--- config.mk ---
export PLATFORM = sky130hd
export DESIGN_NAME = uart_fifo_tx
export DESIGN_NICKNAME = d
export VERILOG_FILES = /design/src/rtl/uart_fifo_tx.sv
export SDC_FILE = /design/constraint.sdc
export NUM_CORES = 1
export LEC_CHECK = 0
export BUFFER_PORTS_ARGS = -buffer_cell sky130_fd_sc_hd__clkbuf_2
export CAP_MARGIN = 10
export CORE_MARGIN = 10
export CORE_UTILIZATION = 55
export CTS_BUF_LIST = sky130_fd_sc_hd__clkbuf_8
export DETAILED_ROUTE_END_ITERATION = 10
export PLACE_DENSITY_LB_ADDON = 0.25
export SYNTH_ARGS = -nofsm -noshare
export SYNTH_HDL_FRONTEND = slang
export SYNTH_SLANG_ARGS = --single-unit
--- constraint.sdc ---
create_clock -name clk -period 5 [get_ports clk]
set_clock_uncertainty 0.1 [all_clocks]
set_input_delay 1 -clock clk [delete_from_list [all_inputs] [get_ports clk]]
set_output_delay 1 -clock clk [all_outputs]
set_load 0.05 [all_outputs]
--- src/rtl/uart_fifo_tx.sv ---
// 8N1 UART transmitter fed from a first-word-fall-through FIFO; back-to-back frames with no idle gap.
// Define UART_FIFO_TX_PARITY_EN to insert an even-parity bit between the data bits and the stop bit.
module uart_fifo_tx #(
  parameter int CLOCK_FREQ          = 125_000_000,
  parameter int BAUD_RATE           = 115_200,
  parameter int WIDTH               = 8,
  parameter int SYMBOL_EDGE_TIME    = CLOCK_FREQ / BAUD_RATE,
  parameter int CLOCK_COUNTER_WIDTH = $clog2(SYMBOL_EDGE_TIME)
) (
  input  logic             clk,
  input  logic             rst_n,
  input  logic             tx_en,
  input  logic [WIDTH-1:0] fifo_dout,
  input  logic             fifo_empty,
  output logic             fifo_rd_en,
  output logic             serial_out,
  output logic             busy
);

  localparam int IDX_W = (WIDTH > 1) ? $clog2(WIDTH) : 1;
  localparam logic [CLOCK_COUNTER_WIDTH-1:0] TIMER_LAST = CLOCK_COUNTER_WIDTH'(SYMBOL_EDGE_TIME - 1);
  localparam logic [IDX_W-1:0]               IDX_LAST   = IDX_W'(WIDTH - 1);

  typedef enum logic [2:0] {
    IDLE,
    START,
    DATA,
`ifdef UART_FIFO_TX_PARITY_EN
    PARITY,
`endif
    STOP
  } state_t;

  state_t                         state_q, state_d;
  logic [CLOCK_COUNTER_WIDTH-1:0] timer_q, timer_d;
  logic [IDX_W-1:0]               idx_q, idx_d;
  logic [WIDTH-1:0]               shift_q, shift_d;
  logic [WIDTH-1:0]               shift_nxt;
  logic                           serial_out_q, serial_out_d;
  logic                           busy_q, busy_d;
  logic                           bit_done;
  logic                           launch;
`ifdef UART_FIFO_TX_PARITY_EN
  logic                           par_q, par_d;
`endif

  always_comb begin
    bit_done     = (timer_q == TIMER_LAST);
    launch       = tx_en & ~fifo_empty & ((state_q == IDLE) | ((state_q == STOP) & bit_done));
    fifo_rd_en   = launch & rst_n;
    shift_nxt    = shift_q >> 1;

    state_d      = state_q;
    timer_d      = bit_done ? '0 : timer_q + 1'b1;
    idx_d        = idx_q;
    shift_d      = shift_q;
    serial_out_d = serial_out_q;
`ifdef UART_FIFO_TX_PARITY_EN
    par_d        = par_q;
`endif

    case (state_q)
      IDLE: begin
        timer_d      = '0;
        serial_out_d = 1'b1;
      end
      START: begin
        if (bit_done) begin
          state_d      = DATA;
          idx_d        = '0;
          serial_out_d = shift_q[0];
        end
      end
      DATA: begin
        if (bit_done) begin
          shift_d = shift_nxt;
          if (idx_q == IDX_LAST) begin
`ifdef UART_FIFO_TX_PARITY_EN
            state_d      = PARITY;
            serial_out_d = par_q;
`else
            state_d      = STOP;
            serial_out_d = 1'b1;
`endif
          end else begin
            idx_d        = idx_q + 1'b1;
            serial_out_d = shift_nxt[0];
          end
        end
      end
`ifdef UART_FIFO_TX_PARITY_EN
      PARITY: begin
        if (bit_done) begin
          state_d      = STOP;
          serial_out_d = 1'b1;
        end
      end
`endif
      STOP: begin
        if (bit_done) begin
          state_d      = IDLE;
          serial_out_d = 1'b1;
        end
      end
      default: begin
        state_d      = IDLE;
        timer_d      = '0;
        serial_out_d = 1'b1;
      end
    endcase

    // A pop overrides the STOP->IDLE exit so the next start bit follows with no gap.
    if (launch) begin
      state_d      = START;
      timer_d      = '0;
      shift_d      = fifo_dout;
      serial_out_d = 1'b0;
`ifdef UART_FIFO_TX_PARITY_EN
      par_d        = ^fifo_dout;
`endif
    end

    busy_d = (state_d != IDLE);
  end

  always_ff @(posedge clk or negedge rst_n) begin
    if (!rst_n) begin
      state_q      <= IDLE;
      timer_q      <= '0;
      idx_q        <= '0;
      shift_q      <= '0;
      serial_out_q <= 1'b1;
      busy_q       <= 1'b0;
`ifdef UART_FIFO_TX_PARITY_EN
      par_q        <= 1'b0;
`endif
    end else begin
      state_q      <= state_d;
      timer_q      <= timer_d;
      idx_q        <= idx_d;
      shift_q      <= shift_d;
      serial_out_q <= serial_out_d;
      busy_q       <= busy_d;
`ifdef UART_FIFO_TX_PARITY_EN
      par_q        <= par_d;
`endif
    end
  end

  assign serial_out = serial_out_q;
  assign busy       = busy_q;

endmodule
==> metrics.md <==
| Metric | Value |
|---|---|
| Max cap viols | 0 |
| Setup ws final | 1.84 ns |
| Post-Route WL | 2540 um |
| Synth cell types | 34 |
| Post-synth EDFFs | 0 |
| Switching Share | 0.248 |
| CTS tree | built |
| Initial antenna violation count | 0 |
| Reg-to-reg slack, setup | 2.93 ns |
| Iter 0 DRT Violations | 72 |
| Crit path DAT | 2.06 ns |
| H-tree depth | 1 |
| DP Worst Slack | 1.80 ns |
| Share of cells above drive strength 1 | 0.281 |
| Max clock buf depth | 2 |
| Cells after synthesis | 124 |
| Detail-routed net length per standard cell | 15.0 um |
| Hold Vio Cnt, Final | 0 |
| First-pass GRT wire length | 4630 um |
| Slew Limit Fails | 0 |
| Pwr Density | 278 mW/mm^2 |
| Hold WC Path Type | reg -> reg |
| Die height | 70.4 um |
| FF-to-FF path depth | 6 |
| Hold Buf Count CTS | 0 |
| Max_slew headroom | 0.554 |
| RSZ-0062 raised after global routing | no |
| Detailed placer's ending HPWL | 1890 um |
| Die area | 0.00495 mm^2 |
| Grt ovf | 0 |
| Combinational share of power | 0.127 |
| Pin count of the biggest net entering global routing | 29 |
| Mean Syn Cell Area | 11.3 um^2 |
| DRT antenna net count | 0 |
| Least-Margin Pin Slew | 0.669 ns |
| Hold path cells | 2 |
| Net count, final | 156 |
| CP max-delay cell | clkbuf_2 |
| Fillers | 189 |
| Antenna fix cells | 0 |
| Hold WS | 0.423 ns |
| Post-Route Setup TNS | 0 ns |
| Worst setup EP type | primary output |
| Core box area | 0.00245 mm^2 |
| Worst-Skew Late Latency | 0.28 ns |
| Root Buffer | clkbuf_8 |
| Switching power | 106 uW |
| RR Startpoint | timer_q[0] |
| Hold Path Sink | serial_out |
| GPL Wtd Cong | 0.733 |
| CP startpoint kind | input port |
| Internal power | 322 uW |
| Cell Chain, Critical Path | clkbuf_2, and3_1, clkbuf_2 |
| Peak supply drop | 0.000222 V |
| Period minus WS final | 3.16 ns |
| CP peak stage delay | 0.51 ns |
| Critical path's most frequent cell | clkbuf_2 |
| Ys async rst share | 1.00 |
| Reg area | 677 um^2 |
| Syn-to-layout area delta | 10.2% |
| Vias | 984 |
| FMAX | 317 MHz |
| Post-CTS sizing | 0 |
| Top post-synthesis cells by count | dfrtp_1, nor2_1, mux2_2, xor2_1 |
| Setup bufs post-CTS | 0 |
| Port bufs | 14 |
| Final setup viols | 0 |
| Rows | 18 |
| Critical path peak fanout | 28 |
| CP required | 3.90 ns |
| Synthesized flop and latch total | 27 |
| Status | finished clean |
| Most common cell in the netlist | dfrtp_1 |
| Sequential element share of the synthesized area | 0.485 |
| Hold wc startpoint | serial_out |
| CP Class | in -> out |
| CTS Buf Count | 3 |
| Total GRT Usage | 0.112 |
| Post-synthesis cell area | 0.00140 mm^2 |
| Mapped Nets | 140 |
| Via density per instance | 5.82 |
| # IOs | 15 |
| Die width | 70.4 um |
| Synth area leader | dfrtp_1 |
| P_leak | 0.710 nW |
| Top post-synthesis cells by area | dfrtp_1, mux2_2, nor2_1 |
| Ys flop type | dfrtp_1 |
| Top cell type's share of synthesized area | 0.466 |
| Crit share post-route | 0.631 |
| Reg power frac | 0.579 |
| Number of global-route vias before repair | 1,037 |
| # DRC | 0 |
| R2R Path End | shift_q[1] |
| Initial Utilization | 0.568 |
| Total power | 428 uW |
| CTS sink cnt | 27 |
| Synthesis Warnings | 0 |
| Clock-pin slew on the worst setup and hold paths | 0.09 ns |
| Drt pass-1 iters | 4 |
| Clock Power Share | 0.294 |
| Multi-input combinational cell area | 686 um^2 |
## kinds of logic (layout without fill, tap and decap cells)
family	count (synthesis)	count (layout)	synth area share
compound gates	11	11	0.0574
xor+xnor	10	10	0.0628
fa+ha+maj	4	4	0.0359
buf+inv	8	23	0.0233
flops	27	27	0.485
mux	15	15	0.120
other cells	1	1	0.00269
simple gates	48	48	0.213
## worst max-delay path by stage
stage	start	to	slack [ns]
2_1_floorplan	fifo_empty	fifo_rd_en	1.97
3_3_place_gp	rst_n	fifo_rd_en	1.82
3_5_place_dp	rst_n	fifo_rd_en	1.80
4_1_cts	rst_n	fifo_rd_en	1.80
5_1_grt	rst_n	fifo_rd_en	1.71
6_report	rst_n	fifo_rd_en	1.84
## routing by layer
layer | GRT usage | share of wire
met1 | 0.124 | 0.41
met5 | 0 | 0
met4 | 0.0526 | 0.020
met2 | 0.186 | 0.51
met3 | 0.0410 | 0.059
## flip-flops by register name, indices dropped and copies added, names as in the netlist
name,count
serial_out,1
timer_q,11
state_q,3
busy,1
idx_q,3
shift_q,8
## per-stage QoR
step / instances / util / cell area, um^2
floorplan: 124 / - / 1400
global placement: 165 / 0.607 / 1490
detailed placement: 165 / 0.607 / 1490
CTS: 169 / 0.626 / 1540
global route: 169 / 0.626 / 1540
finish: 169 / 0.626 / 1540
## cell type report
cell class,instances,area share
Inverter,5,0.0122
Sequential cell,27,0.440
Clock inverter,1,0.00488
Timing Repair Buffer,14,0.0456
Multi-Input combinational cell,89,0.446
Clock buffer,3,0.0269
Tap cell,30,0.0244
## critical path: cells and delay by family
| family | cells | cell delay [ns] |
|---|---|---|
| buffers and inverters | 2 | 0.78 |
| and+or+nand+nor | 1 | 0.26 |
## placed cells by master (no fill, tap or decap)
cell type | Yosys | routed
and4bb_4 | 1 | 1
nor3b_2 | 1 | 1
and4_1 | 1 | 1
nor2_1 | 19 | 19
and3_1 | 3 | 3
or3_1 | 1 | 1
xnor2_1 | 2 | 2
nand4_1 | 5 | 5
nand3_2 | 1 | 1
inv_1 | 5 | 5
clkbuf_2 | 0 | 14
a41o_1 | 1 | 1
nor4b_1 | 1 | 1
a211o_1 | 1 | 1
dfrtp_1 | 26 | 26
dfstp_2 | 1 | 1
mux2_2 | 14 | 14
conb_1 | 1 | 1
a221oi_1 | 1 | 1
xor2_1 | 8 | 8
a21oi_1 | 2 | 2
o21ai_0 | 3 | 3
a22o_1 | 2 | 2
clkbuf_8 | 0 | 3
nand2_2 | 1 | 1
a311o_1 | 1 | 1
nor3b_1 | 2 | 2
nand4_4 | 1 | 1
nor3b_4 | 1 | 1
ha_1 | 4 | 4
and2_1 | 3 | 3
clkinvlp_4 | 0 | 1
nand2_1 | 2 | 2
mux2i_1 | 1 | 1
nand3_1 | 5 | 5
## power by group through the flow
stage                     Sequential [mW]  Combinational (mW)  Clock [mW]
after floorplan                     0.253              0.0372           0
after detailed placement            0.252              0.0555           0
after CTS                           0.248              0.0556       0.127
final                               0.248              0.0545       0.126
after global placement              0.251              0.0529           0
after global routing                0.252              0.0617       0.140
(Power assumes the default switching activity.)
